**src/rtl/mac_seq_pkg.sv**
```systemverilog
// Shared types and defaults for the MAC operand sequencer.
//   seq_state_e  : sequencer state encoding
//   *_DEF        : default parameter values for the sequencer and its buffer
//   IDX_W/ROW_W  : index widths for the default geometry
//   len_in_range : true when a requested vector length is 1..depth
package mac_seq_pkg;

  typedef enum logic [1:0] {
    S_IDLE = 2'd0,
    S_RUN  = 2'd1,
    S_GAP  = 2'd2,
    S_DONE = 2'd3
  } seq_state_e;

  localparam int DATA_W_DEF = 8;
  localparam int DEPTH_DEF  = 16;
  localparam int ROWS_DEF   = 4;
  localparam int GAP_DEF    = 2;

  localparam int IDX_W = $clog2(DEPTH_DEF);
  localparam int ROW_W = $clog2(ROWS_DEF);

  function automatic logic len_in_range(input int len, input int depth);
    return (len >= 1) && (len <= depth);
  endfunction

endpackage

```
**src/rtl/mac_operand_buf.sv**
```systemverilog
// Operand storage for the MAC sequencer: one input vector (DEPTH entries)
// and one weight tile (ROWS*DEPTH entries, addressed {row, idx}).
// Ports:
//   clk_i        clock
//   wr_en_i      write strobe (already qualified by the caller)
//   wr_sel_i     0 = input vector, 1 = weight tile
//   wr_addr_i    input: low bits are idx; weight: {row, idx}
//   wr_data_i    operand to store
//   rd_row_i     read row
//   rd_idx_i     read element index
//   rd_input_o   input[rd_idx_i]           (combinational)
//   rd_weight_o  weight[{rd_row_i,rd_idx_i}] (combinational)
// Contents are deliberately not reset.
module mac_operand_buf
  import mac_seq_pkg::*;
#(
  parameter int DATA_W = DATA_W_DEF,
  parameter int DEPTH  = DEPTH_DEF,
  parameter int ROWS   = ROWS_DEF
) (
  input  logic                            clk_i,
  input  logic                            wr_en_i,
  input  logic                            wr_sel_i,
  input  logic [$clog2(ROWS*DEPTH)-1:0]   wr_addr_i,
  input  logic [DATA_W-1:0]               wr_data_i,
  input  logic [$clog2(ROWS)-1:0]         rd_row_i,
  input  logic [$clog2(DEPTH)-1:0]        rd_idx_i,
  output logic [DATA_W-1:0]               rd_input_o,
  output logic [DATA_W-1:0]               rd_weight_o
);

  localparam int IW = $clog2(DEPTH);

  logic [DATA_W-1:0] inp_mem [DEPTH];
  logic [DATA_W-1:0] wgt_mem [ROWS*DEPTH];

  always_ff @(posedge clk_i) begin
    if (wr_en_i) begin
      if (wr_sel_i) begin
        wgt_mem[wr_addr_i] <= wr_data_i;
      end else begin
        inp_mem[wr_addr_i[IW-1:0]] <= wr_data_i;
      end
    end
  end

  // row*DEPTH + idx is a plain concatenation because DEPTH is a power of 2
  assign rd_input_o  = inp_mem[rd_idx_i];
  assign rd_weight_o = wgt_mem[{rd_row_i, rd_idx_i}];

endmodule

```
**src/rtl/mac_operand_sequencer.sv**
```systemverilog
// Feeds (input, weight) operand pairs to the DSP48 MAC, one pair per cycle,
// one row (dot product of length K) at a time with GAP idle cycles between
// rows so the MAC can drain its valid pipe.
// Optional feature: define SEQ_STALL_EN to add stall_i, which freezes the
// stream in RUN/GAP without losing or duplicating a pair.
// Ports:
//   clk_i, rst_i                 clock, synchronous active-high reset
//   wr_en_i/wr_sel_i/wr_addr_i/wr_data_i  operand buffer write port (IDLE only)
//   len_i                        K, sampled with an accepted start
//   start_i                      start pulse
//   stall_i                      stream freeze (SEQ_STALL_EN only)
//   busy_o, done_o               run status, 1-cycle done pulse
//   dsp_en_o, dsp_valid_o        MAC clock enable / pair valid
//   dsp_input_o, dsp_weight_o    operand pair (0 outside RUN)
//   row_first_o, row_last_o      row framing on the pair
//   row_idx_o                    row of the current pair
//
// state  | meaning
// S_IDLE | waiting for a start with a legal length; buffer writable
// S_RUN  | presenting pair (row_q, idx_q) to the output register
// S_GAP  | idle cycles between rows, gap_q counts down to 0
// S_DONE | tile finished; done_o follows one cycle later
//
// All outputs are registered from the current state, so each pair appears
// one cycle after the state that selects it.
module mac_operand_sequencer
  import mac_seq_pkg::*;
#(
  parameter int DATA_W = DATA_W_DEF,
  parameter int DEPTH  = DEPTH_DEF,
  parameter int ROWS   = ROWS_DEF,
  parameter int GAP    = GAP_DEF
) (
  input  logic                            clk_i,
  input  logic                            rst_i,
  input  logic                            wr_en_i,
  input  logic                            wr_sel_i,
  input  logic [$clog2(ROWS*DEPTH)-1:0]   wr_addr_i,
  input  logic [DATA_W-1:0]               wr_data_i,
  input  logic [$clog2(DEPTH):0]          len_i,
  input  logic                            start_i,
`ifdef SEQ_STALL_EN
  input  logic                            stall_i,
`endif
  output logic                            busy_o,
  output logic                            done_o,
  output logic                            dsp_en_o,
  output logic                            dsp_valid_o,
  output logic [DATA_W-1:0]               dsp_input_o,
  output logic [DATA_W-1:0]               dsp_weight_o,
  output logic                            row_first_o,
  output logic                            row_last_o,
  output logic [$clog2(ROWS)-1:0]         row_idx_o
);

  localparam int IW = $clog2(DEPTH);
  localparam int RW = $clog2(ROWS);
  localparam int GW = $clog2(GAP + 1);

  seq_state_e        state_q, state_d;
  logic [IW-1:0]     idx_q;
  logic [RW-1:0]     row_q;
  logic [GW-1:0]     gap_q;
  logic [IW:0]       len_q;

  logic [IW-1:0]     last_idx;
  logic              last_row;
  logic              hold;
  logic              start_ok;
  logic              wr_ok;
  logic              pair_end;
  logic [DATA_W-1:0] rd_input;
  logic [DATA_W-1:0] rd_weight;

`ifdef SEQ_STALL_EN
  assign hold = stall_i && (state_q == S_RUN || state_q == S_GAP);
`else
  assign hold = 1'b0;
`endif

  assign last_idx = IW'(len_q - 1'b1);
  assign last_row = (row_q == RW'(ROWS - 1));
  assign pair_end = (state_q == S_RUN) && !hold && (idx_q == last_idx);

  // busy_o stays high through the cycle that shows done_o, while the state
  // is already back in IDLE; both starts and writes wait for it to drop.
  assign start_ok = start_i && (state_q == S_IDLE) && !busy_o &&
                    len_in_range(int'(len_i), DEPTH);
  assign wr_ok    = wr_en_i && (state_q == S_IDLE) && !busy_o;

  mac_operand_buf #(
    .DATA_W (DATA_W),
    .DEPTH  (DEPTH),
    .ROWS   (ROWS)
  ) u_buf (
    .clk_i       (clk_i),
    .wr_en_i     (wr_ok),
    .wr_sel_i    (wr_sel_i),
    .wr_addr_i   (wr_addr_i),
    .wr_data_i   (wr_data_i),
    .rd_row_i    (row_q),
    .rd_idx_i    (idx_q),
    .rd_input_o  (rd_input),
    .rd_weight_o (rd_weight)
  );

  always_ff @(posedge clk_i) begin
    if (rst_i) begin
      state_q <= S_IDLE;
    end else begin
      state_q <= state_d;
    end
  end

  always_comb begin
    state_d = state_q;
    unique case (state_q)
      S_IDLE: if (start_ok) state_d = S_RUN;
      S_RUN:  if (pair_end) state_d = last_row ? S_DONE : S_GAP;
      S_GAP:  if (!hold && gap_q == '0) state_d = S_RUN;
      S_DONE: state_d = S_IDLE;
      default: state_d = S_IDLE;
    endcase
  end

  // Element/row/gap counters
  always_ff @(posedge clk_i) begin
    if (rst_i) begin
      idx_q <= '0;
      row_q <= '0;
      gap_q <= '0;
      len_q <= '0;
    end else begin
      unique case (state_q)
        S_IDLE: begin
          if (start_ok) begin
            len_q <= len_i;
            idx_q <= '0;
            row_q <= '0;
          end
        end
        S_RUN: begin
          if (!hold) begin
            if (idx_q == last_idx) begin
              idx_q <= '0;
              gap_q <= GW'(GAP - 1);
            end else begin
              idx_q <= idx_q + 1'b1;
            end
          end
        end
        S_GAP: begin
          if (!hold) begin
            if (gap_q == '0) begin
              row_q <= row_q + 1'b1;
            end else begin
              gap_q <= gap_q - 1'b1;
            end
          end
        end
        S_DONE: begin
          idx_q <= '0;
          row_q <= '0;
        end
        default: begin
          idx_q <= '0;
          row_q <= '0;
        end
      endcase
    end
  end

  // Registered outputs
  always_ff @(posedge clk_i) begin
    if (rst_i) begin
      busy_o       <= 1'b0;
      done_o       <= 1'b0;
      dsp_en_o     <= 1'b0;
      dsp_valid_o  <= 1'b0;
      dsp_input_o  <= '0;
      dsp_weight_o <= '0;
      row_first_o  <= 1'b0;
      row_last_o   <= 1'b0;
      row_idx_o    <= '0;
    end else begin
      busy_o <= (state_q != S_IDLE) || start_ok;
      done_o <= (state_q == S_DONE);
      if (state_q == S_RUN && !hold) begin
        dsp_en_o     <= 1'b1;
        dsp_valid_o  <= 1'b1;
        dsp_input_o  <= rd_input;
        dsp_weight_o <= rd_weight;
        row_first_o  <= (idx_q == '0);
        row_last_o   <= (idx_q == last_idx);
        row_idx_o    <= row_q;
      end else if (hold) begin
        // frozen: operands and row keep their last value, nothing is live
        dsp_en_o     <= 1'b0;
        dsp_valid_o  <= 1'b0;
        row_first_o  <= 1'b0;
        row_last_o   <= 1'b0;
      end else begin
        dsp_en_o     <= 1'b0;
        dsp_valid_o  <= 1'b0;
        dsp_input_o  <= '0;
        dsp_weight_o <= '0;
        row_first_o  <= 1'b0;
        row_last_o   <= 1'b0;
        row_idx_o    <= '0;
      end
    end
  end

endmodule

```
**config.mk**
```make
export PLATFORM = sky130hd
export DESIGN_NAME = mac_operand_sequencer
export DESIGN_NICKNAME = d
export VERILOG_FILES = /design/src/rtl/mac_seq_pkg.sv /design/src/rtl/mac_operand_buf.sv /design/src/rtl/mac_operand_sequencer.sv
export SDC_FILE = /design/constraint.sdc
export NUM_CORES = 1
export LEC_CHECK = 0
export CAP_MARGIN = 10
export CORE_ASPECT_RATIO = 0.7
export CORE_MARGIN = 3
export CORE_UTILIZATION = 25
export DETAILED_ROUTE_END_ITERATION = 8
export GPL_TIMING_DRIVEN = 0
export PLACE_DENSITY = 0.4
export SYNTH_ARGS = -nofsm -noshare
export SYNTH_HDL_FRONTEND = slang
export SYNTH_SLANG_ARGS = --single-unit
```
**constraint.sdc**
```tcl
create_clock -name clk_i -period 6.4 [get_ports clk_i]
set_clock_uncertainty 0.15 [all_clocks]
set_input_delay 1.28 -clock clk_i [delete_from_list [all_inputs] [get_ports clk_i]]
set_output_delay 1.28 -clock clk_i [all_outputs]
set_load 0.05 [all_outputs]
```
Yosys cells after proc, flatten, opt, wreduce, memory -nomap -nowiden

Memory sizes are Yosys's and may differ from the RTL's. A register that Yosys moved wholly into a read port is not among the register bits.
Index checks and enable logic that the tools add are counted.

Add/sub/neg operators: 4
Order comparisons: 2
Eq/ne operators: 10
Muxes and demuxes: 21
Bitwise operators: 1
Reductions and logical operators: 22

Operator list:

| cell                                                   | count |
|---|---|
| 2-to-1 mux 2 bit                                       | 7 |
| one-hot mux 4 bit (3 select lines)                     | 1 |
| AND reduction 3 bit                                    | 3 |
| 2-to-1 mux 1 bit                                       | 8 |
| 2-to-1 mux 4 bit                                       | 2 |
| inequality test 2 bit (second input constant)          | 4 |
| one-hot mux 2 bit (4 select lines)                     | 1 |
| logical AND 1 bit                                      | 7 |
| equality test 2 bit (second input constant)            | 3 |
| one-hot mux 2 bit (3 select lines)                     | 1 |
| nonzero test 3 bit                                     | 2 |
| >= comparator 5 x 1 -> 1 bit (second input constant)   | 1 |
| less-or-equal comparator 5 bit (second input constant) | 1 |
| adder 4 x 1 -> 4 bit (second input constant)           | 1 |
| equality test 4 bit                                    | 1 |
| logical NOT 2 bit                                      | 2 |
| logical NOT 4 bit                                      | 1 |
| one-hot mux 2 bit (2 select lines)                     | 1 |
| AND reduction 2 bit                                    | 2 |
| nonzero test 2 bit                                     | 2 |
| subtractor 4 x 1 -> 4 bit (second input constant)      | 1 |
| adder 2 x 1 -> 2 bit (second input constant)           | 1 |
| equality test 2 x 1 -> 1 bit (second input constant)   | 1 |
| inequality test 2 x 1 -> 1 bit (second input constant) | 1 |
| 5 further kinds                                        | 5 |

Bits in registers: 21
Memory bits (writable): 640
Bits of input ports: 24
Output and inout bits: 24
Word-level logic and storage cells: 73
Memories: 2

Memory list:

| memory        | words | bits a word | rd ports | clocked after Yosys merged registers in | wr ports | RTL line              | RTL |
|---|---|---|---|---|---|---|---|
| u_buf.wgt_mem | 64    | 8           | 1        | 1                                       | 1        | mac_operand_buf.sv:35 | `logic [DATA_W-1:0] wgt_mem [ROWS*DEPTH];` |
| u_buf.inp_mem | 16    | 8           | 1        | 1                                       | 1        | mac_operand_buf.sv:34 | `logic [DATA_W-1:0] inp_mem [DEPTH];` |

Depth between registers and ports, before layout

Depth after elaboration: 6
Mapped depth: 10
Gate-level depth less buffers: 7

By module

A second synthesis with hierarchy kept.

Cell total of the unflattened synthesis: 1251
Area total of the unflattened synthesis: 26306.5 um2

By module, submodules not included:

| module                | times used | cells an instance | area each (um2) | seq. area each (um2) |
|---|---|---|---|---|
| mac_operand_buf       | 1          | 1104              | 24800.0         | 19218.4 |
| mac_operand_sequencer | 1          | 147               | 1506.4          | 740.7 |

Worst setup path before layout

No wires, ideal clock.

Path kind: input to register
Start: input port wr_sel_i
End: memory u_buf.inp_mem[0][0] (netlist name), enable pin
Setup time: 0.395 ns
Data arrival time: 2.636 ns
Data required time: 5.855 ns
Setup slack: 3.219 ns
Stages: 3
Path buffers: 0
Cell sequence: nor4b_1 -> nand2_1 -> nor4_1

Word-level cells in the longest chain between the ends: 3

Ends and longest elaborated chain:

| what                                   | RTL line                    | RTL |
|---|---|---|
| from (decl)                            | mac_operand_sequencer.sv:37 | `input logic wr_sel_i,` |
| 2-to-1 mux 1 bit                       | mac_operand_buf.sv:39       | `if (wr_sel_i) begin` |
| 2-to-1 mux 1 bit                       | mac_operand_buf.sv:38       | `if (wr_en_i) begin` |
| 2-to-1 mux 1 bit (implied by the code) | mac_operand_buf.sv:42       | `inp_mem[wr_addr_i[IW-1:0]] <= wr_data_i;` |
| to (decl)                              | mac_operand_buf.sv:34       |  |

No other way between the ends.

==> impl_metrics.tcl <==
set metrics [dict create \
    drc 0 \
    drt_iter0_markers 1575 \
    synth-edff-count 640 \
    final_nets 1480 \
    setup_slack_ns 2.22 \
    critPathLaunch "idx_q[1]$_SDFFE_PP0P_" \
    drive_above_1_share_pct 20.7 \
    clk_pin_slew_ns 0.06 \
    initial_utilization_pct 25.5 \
    chipWidth_um 393 \
    cp.required_ns 6.75 \
    setup_viol 0 \
    hold_class "flop to flop" \
    yosysWarningCount 0 \
    crit_type "flop to flop" \
    synthCells 1314 \
    start_kind "flop" \
    hold_viol 0 \
    layout_commonest_cell "edfxtp_1" \
    core_sq_um 103000 \
    fp-row-count 98 \
    grt_pass1_wl_um 115000 \
    period_minus_slack_ns 4.18 \
    vias 13758 \
    slew_viol_final 0 \
    dp_hpwl_um 56600 \
    globalplace.congestion 0.846 \
    min_from "gap_q[0]$_SDFFE_PP0P_" \
    first_global_vias 13675 \
    syn_avg_cell_area_sq_um 20.0 \
    multi_input_area_sq_um 5890 \
    worstPathMaxFanout 10 \
    wire_per_inst_um 28.9 \
    ir_drop_mv 0.173 \
    worst_pin_slew_ns 1.29 \
    area_growth_pct 17.9 \
    grt_max_degree 81 \
    crit_path_end_kind "flop" \
    grt_overflow 0 \
    clock_path_buffers 3 \
    cap_violations 0 \
    clock_latency_ns 0.64 \
    arrival_ns 4.53 \
    period_share_pct 65.2 \
    num-fill-cells 10056 \
    die_y_um 277 \
    fin_setup_tns_ns 0 \
    tritoncts "yes" \
    outcome "completed" \
    post-cts-setup-buffers 0 \
    final-seq-area_sq_um 20000 \
    clockRootBuffer "clkbuf_16" \
    antenna_found_initial 7 \
    wl_um 83800 \
    rsz0062_at_grt "no" \
    grt.total_usage_pct 15.2 \
    ys_ff_latch 677 \
    fmax_ghz 0.240 \
    synth_cell_type_count 60 \
    hold_buffers 0 \
    leakage_uw 0.00930 \
    clock_sinks 677 \
    io_buffers 47 \
    reg2reg_from "idx_q[1]$_SDFFE_PP0P_" \
    drt-pass1-iter-count 5 \
    io_pins 48 \
    cts_resized 0 \
    ant_nets 0 \
    ys_async_sr_fraction_pct 0 \
    die-area_sq_um 109000 \
    routed_via_density 4.74 \
    cts_buffers 72 \
    final_cell_mix "640 x edfxtp_1, 137 x mux4_2, 89 x nor2_1" \
    max_slew_margin_pct 13.7 \
    netlist_area_sq_um 26300 \
    seq_area_frac_synth_pct 76.0 \
    syn_nets 1347 \
    synth_ff_type "edfxtp_1" \
    place_ws_ns 1.71 \
    cts.htree.levels 3 \
    p_per_area_nw_per_um2 354 \
]
-- synth_stat cells, drive strengths merged (12+ instances only) --
cell type	n	area, sq um
clkbuf	35	131
edfxtp	640	19200
and2	12	75.1
nand3	12	60.1
dfxtp	37	741
nand2	30	113
nor2	89	334
a21oi	32	160
mux4	137	3090
a22oi	16	120
inv	14	52.6
a22o	21	184
o221ai	22	193
buf	40	258
mux2i	66	661
-- power by group --
group	switching, uW	internal [uW]
Clock	1770	2280
Sequential	23.2	4900
Combinational	1200	783
-- flip-flops by register name, indices dropped and copies added, names as in the netlist --
| register | count |
|---|---|
| dsp_weight_o | 8 |
| row_q | 2 |
| busy_o | 1 |
| idx_q | 4 |
| done_o | 1 |
| row_first_o | 1 |
| u_buf.inp_mem | 128 |
| row_last_o | 1 |
| u_buf.wgt_mem | 512 |
| dsp_input_o | 8 |
| gap_q | 2 |
| len_q | 4 |
| row_idx_o | 2 |
| state_q | 2 |
| dsp_valid_o | 1 |
-- worst paths after layout --
path / end / slack (ns) / cells past startpoint
max: dsp_weight_o[7]$_SDFF_PP0_ / 2.22 / 8
min reg2reg: gap_q[0]$_SDFFE_PP0P_ / 0.34 / 2
max reg2reg: dsp_weight_o[7]$_SDFF_PP0_ / 2.22 / 8
min: gap_q[0]$_SDFFE_PP0P_ / 0.34 / 2
-- metal layers --
layer,part of all wire [%],global-route usage [%],vias up
li1,-,-,5681
met1,51,24.1,7466
met2,40,20.4,499
met3,7.0,3.83,110
met4,1.9,3.45,2
met5,0.0084,0,-
-- critical path, cell delays in order (launching register included) --
cell and delay, ns:
dfxtp_1 0.34, buf_2 0.32, buf_2 0.47, buf_2 0.54, buf_2 0.58, mux4_2 0.39
a22oi_1 0.56, a21oi_1 0.27, a22o_1 0.32
-- final cells by class --
class	instances	share of cell area, %
clock inverter	28	0.760
buffer	75	1.26
sequential	677	64.5
multi-input combinational	547	19.0
clock buffer	100	6.49
antenna	1	0.00809
timing repair buffer	59	2.12
inverter	15	0.182
tap	1400	5.66
-- cells by family (layout without fill, tap and decap cells) --
group           count (synthesis)  count (layout)  share of synthesized area, %
simple gates                  192             192                          3.47
mux                           204             204                          14.3
buf+inv                        90             277                          1.70
other cells                     0               1                             0
flops                         677             677                          76.0
fa+ha+maj                       9               9                         0.429
compound gates                134             134                          3.79
xor+xnor                        8               8                         0.267
-- through the flow --
stage	instances	utilization, %	power (uW)	cell area [sq um]	hold slack [ns]
2_1_floorplan	1314	-	6230	26300	0.297
3_3_place_gp	2761	27.6	7010	28500	0.315
3_5_place_dp	2773	27.8	7020	28700	0.330
4_1_cts	2901	30.0	11100	30900	0.338
5_1_grt	2901	30.0	11400	30900	0.377
6_report	2902	30.0	11000	30900	0.335
(Power assumes the default switching activity.)
==> patch 1: new RTL, same flow settings <==
Put one more register stage on the output `dsp_input_o`, with the module's reset. The value now appears one clock later. The other outputs are not delayed to match.
--- a/src/rtl/mac_operand_sequencer.sv
+++ b/src/rtl/mac_operand_sequencer.sv
@@ -57,6 +57,8 @@
   localparam int RW = $clog2(ROWS);
   localparam int GW = $clog2(GAP + 1);
 
+  logic [DATA_W-1:0] dsp_input_s0;
+
   seq_state_e        state_q, state_d;
   logic [IW-1:0]     idx_q;
   logic [RW-1:0]     row_q;
@@ -177,7 +179,7 @@
       done_o       <= 1'b0;
       dsp_en_o     <= 1'b0;
       dsp_valid_o  <= 1'b0;
-      dsp_input_o  <= '0;
+      dsp_input_s0 <= '0;
       dsp_weight_o <= '0;
       row_first_o  <= 1'b0;
       row_last_o   <= 1'b0;
@@ -188,7 +190,7 @@
       if (state_q == S_RUN && !hold) begin
         dsp_en_o     <= 1'b1;
         dsp_valid_o  <= 1'b1;
-        dsp_input_o  <= rd_input;
+        dsp_input_s0 <= rd_input;
         dsp_weight_o <= rd_weight;
         row_first_o  <= (idx_q == '0);
         row_last_o   <= (idx_q == last_idx);
@@ -202,7 +204,7 @@
       end else begin
         dsp_en_o     <= 1'b0;
         dsp_valid_o  <= 1'b0;
-        dsp_input_o  <= '0;
+        dsp_input_s0 <= '0;
         dsp_weight_o <= '0;
         row_first_o  <= 1'b0;
         row_last_o   <= 1'b0;
@@ -211,5 +213,13 @@
     end
   end
 
+  always_ff @(posedge clk_i) begin
+    if (rst_i) begin
+      dsp_input_o <= '0;
+    end else begin
+      dsp_input_o <= dsp_input_s0;
+    end
+  end
+
 endmodule
 
Check against the original RTL: not equivalent (Yosys sat finds a counterexample within 4 cycles, from zero or initial values and one cycle with rst_i high).
==> patch 1 against the original RTL <==
Wire length is 1.6% higher. Sequential cell count is 8 higher. Worst setup slack worse by 0.093 ns. Sequential power is 1% higher. Utilization is 0.34 points lower. Hold slack worse by 0.045 ns. Cell area is 0.36% higher. Die area is 0.89% higher. Power is 3.2% lower. Area after synthesis is 0.91% higher. Clock power is 3% lower. Highest routed layer is now met4.
==> patch 1: results (changes against the original RTL) <==
Parameter                              Value

Run status
  Status    finished clean

Detailed routing
  Vias per cell    4.76 (+0.45%)
  Met3 WL post-DR    7.33 mm (+24%)
  Top routing layer used    met4
  Routed length on met1    42.5 mm (-0.17%)
  Met2 wire len    34.1 mm (+1.2%)
  Detail-routed net length per standard cell    29.1 um (+0.65%)

Logic synthesis
  Cell types with the highest counts after synthesis    sky130_fd_sc_hd__edfxtp_1, sky130_fd_sc_hd__mux4_2, sky130_fd_sc_hd__nor2_1
  Area share of the leading cell type in the synthesized netlist    72.6% (-0.66 points)
  Area contributors post-synth    sky130_fd_sc_hd__edfxtp_1, sky130_fd_sc_hd__mux4_2, sky130_fd_sc_hd__dfxtp_1, sky130_fd_sc_hd__mux2i_1, sky130_fd_sc_hd__nor2_1
  Syn nets    1369 (+1.6%)
  Proportion of synthesized chip area in sequential cells    76.0% (-0.078 points)

Worst setup path
  R2R depth    6 (-2)
  Worst reg-to-reg setup slack    2.39 ns (+0.17 ns)
  Crit path max-delay family    simple AND/OR/NAND/NOR gates
  Crit-path max FO    8 (-2)
  End point of the critical path    u_buf.wgt_mem[2][0]
  Launch point of the worst reg-to-reg path    idx_q[2]
  Delay contributed by the slowest stage of the critical path    0.94 ns (+0.36 ns)
  Worst setup path startpoint    wr_sel_i
  Worst R2R End    dsp_weight_o[4]
  Critical path data arrival time    4.37 ns (-0.16 ns)

Global route
  Maximum number of pins on one net before global-route repair    81 (unchanged)
  First-pass GRT wire length    117 mm (+1.3%)
  Global route total overflow    0 (unchanged)
  Number of antenna violations at the first check in global routing    4 (-3)
  GR Util All Layers    15.4% (+0.20 points)
  Number of global-route vias before repair    13600 (-0.43%)

Pwr
  VDD IR-drop max    0.193 mV (+12%)
  Switching Fraction    27.0% (-0.35 points)
  Register share of total power    47.0% (+2.1 points)

Place
  Final estimated routing congestion in global placement    0.830 (-1.8%)
  Worst-case setup slack after placement    1.57 ns (-0.140 ns)

Cells and area
  Share of cells above drive strength 1    19.9% (-0.78 points)
  Antenna diodes    0 (-1)
  Filler instances    10200 (+1.4%)
  Net count reported at finish    1496 (+1.1%)

STA
  Tightest hold margin    0.290 ns (-0.0452 ns)
  Slew HR    22.3% (+8.6 points)
  Fraction of the cycle the final worst path needs    66.7% (+1.5 points)

Min path
  Hold Crit Depth    1 (-1)
  Hold path startpoint    dsp_input_s0[4]
  Hold worst-path end    dsp_input_o[4]

Clock network
  Clock transition at the register clock pins on the worst setup and hold paths after CTS    0.06 ns (about the same)
[patch 1: cell count changes after synthesis, sizes merged, moves of 5 or more]
cell,unedited run,this run
nand2,30,54
a21oi,32,19
a22o,21,9
clkbuf,35,25
dfxtp,37,45
nor2,89,97
nor2b,8,15
a21boi,0,5
[patch 1: metal layers]
metal  global-route usage (%)  up-vias
met5                        0        -
met4                     2.97        0
met3                     4.41       82
met2                     20.4      557
met1                     24.6     7591
li1                         -     5719
[patch 1: final cells by class]
type                       count  area (um2)  share of cell area (%)
sequential                   685       20100                    64.8
multi-input combinational    567        5910                    19.0
clock buffer                  98        1900                    6.11
timing repair buffer          55         651                    2.09
inverter                      15        56.3                   0.181
buffer                        69         414                    1.33
clock inverter                26         240                   0.773
tap                         1414        1770                    5.70
[patch 1: through the flow]
stage	area [um2]	power [mW]	cells
after floorplan	26500	6.05	1336
after global placement	28700	6.76	2795
after detailed placement	28900	6.77	2804
after CTS	31000	10.7	2928
after global routing	31100	11.0	2929
final	31100	10.6	2929
[patch 1: cells by family after synthesis]
| logic type | share of synthesized area (%) |
|---|---|
| flip-flops | 76.0 |
| AND/OR/NAND/NOR | 3.78 |
| multiplexers | 14.4 |
| AO/OA/AOI/OAI | 3.39 |
| buffers and inverters | 1.78 |
| adder cells (fa/ha/maj) | 0.425 |
| XOR/XNOR | 0.264 |
[patch 1: worst register-to-register path, stage by stage, from the launching register on]
cell and delay, ns:
sky130_fd_sc_hd__dfxtp_1 0.31, sky130_fd_sc_hd__buf_2 0.24, sky130_fd_sc_hd__buf_1 0.88, sky130_fd_sc_hd__nand3b_1 0.91
sky130_fd_sc_hd__o221ai_1 0.52, sky130_fd_sc_hd__a221oi_1 0.10, sky130_fd_sc_hd__o32ai_1 0.72
==> patch 2: new RTL, same flow settings <==
Made on the original files. Add a define of `SEQ_STALL_EN`.
--- a/src/rtl/mac_operand_sequencer.sv
+++ b/src/rtl/mac_operand_sequencer.sv
@@ -23,6 +23,8 @@
 //
 // All outputs are registered from the current state, so each pair appears
 // one cycle after the state that selects it.
+`define SEQ_STALL_EN
+
 module mac_operand_sequencer
   import mac_seq_pkg::*;
 #(
Interface: changed (added stall_i); port bits go from 48 to 49. The function was not compared with the original's and may differ.
==> patch 2 against the original RTL <==
Count of clock-buffer cells in the layout decreased by 11. Cell area barely moved. Area after synthesis grew 0.99%. Highest routed layer is now met4. Critical path depth increased by 1. Worst setup slack gained 0.14 ns. Wire length shrank 7.5%. Sequential cell count rose by 4. Power is 1.1% lower. Critical endpoint is now dsp_weight_o[3].
==> patch 2: results (changes against the original RTL) <==
Parameter                              Value

Global route
  Met1 usage    22.8% (-1.3 points)
  First-pass GRT wire length    109 mm (-5.3%)
  Met2 Usage GRT    18.9% (-1.5 points)
  GRT met3 Usage    2.87% (-0.96 points)
  Number of global-route vias before repair    13600 (-0.60%)

Detailed routing
  Met3 WL post-DR    4.55 mm (-23%)
  Routed length on met1    40.0 mm (-6.0%)
  Vias per cell    4.67 (-1.6%)
  Met2 wire len    31.5 mm (-6.5%)
  Initial DRC Count    1252 (-21%)
  Vias after detailed routing    13400 (-2.5%)
  Detail-routed net length per standard cell    26.9 um (-6.7%)

Run status
  Status    finished clean

Place
  Placed Area    28800 um2 (+0.39%)
  Worst-case setup slack after placement    1.90 ns (+0.182 ns)
  Buffers added on ports    46 (-2.1%)
  Placed instance count    2756 (-0.61%)

Logic synthesis
  Cell types with the highest counts after synthesis    sky130_fd_sc_hd__edfxtp_1, sky130_fd_sc_hd__mux4_2, sky130_fd_sc_hd__nor2_1
  Number of distinct standard cells referenced by the synthesized netlist    51 (-15%)
  XOR/XNOR Fraction of Synth Area    0.231% (-0.036 points)
  Compound-gate portion of the synthesized area    2.20% (-1.6 points)
  Area contributors post-synth    sky130_fd_sc_hd__edfxtp_1, sky130_fd_sc_hd__mux4_2, sky130_fd_sc_hd__dfxtp_1, sky130_fd_sc_hd__mux2i_1, sky130_fd_sc_hd__nor2_1
  Proportion of synthesized chip area in sequential cells    75.6% (-0.44 points)
  Mean Syn Cell Area    20.6 um2 (+2.9%)

Worst setup path
  Cell with the biggest individual delay on the critical path    sky130_fd_sc_hd__a221oi_1
  Delay contributed by the slowest stage of the critical path    0.56 ns (-0.02 ns)
  Launch point of the worst reg-to-reg path    idx_q[1]
  Worst R2R End    dsp_weight_o[3]

STA
  Peak clock frequency supported by timing    0.248 GHz (+3.6%)
  Tightest hold margin    0.296 ns (-0.0396 ns)
  Slew HR    19.0% (+5.3 points)

Cells and area
  Share of cells above drive strength 1    22.7% (+2.0 points)

Pwr
  Static leakage power    9.24 nW (-0.61%)

Clock network
  Inserted Clock Buffers    69 (-4.2%)

Min path
  Hold worst-path end    row_idx_o[1]
[patch 2: cell types whose count changed after synthesis, sizes merged, moves of 9 or more]
cell	before	now
a22o	21	9
nand2	30	39
nor2	89	98
nand3	12	27
mux2	1	20
mux2i	66	47
mux4	137	166
a21oi	32	10
o221ai	22	2
and2	12	0
a22oi	16	3
[patch 2: power breakdown]
group          switching, mW  internal, mW
clock                   1.72          2.25
sequential            0.0371          4.92
combinational           1.12         0.806
total                   2.87          7.97
[patch 2: logic make-up after synthesis]
logic type / Yosys count
simple gates: 197
xor+xnor: 7
flops: 681
fa+ha+maj: 10
mux: 233
buf+inv: 85
compound gates: 76
[patch 2: cell type report]
| class | count | area (um2) |
|---|---|---|
| multi-input combinational | 523 | 6060 |
| clock inverter | 30 | 238 |
| tap | 1414 | 1770 |
| clock buffer | 89 | 1900 |
| buffer | 72 | 360 |
| timing repair buffer | 53 | 536 |
| fill | 10200 | 73700 |
| sequential | 681 | 20000 |
| inverter | 13 | 48.8 |
| antenna | 1 | 2.50 |
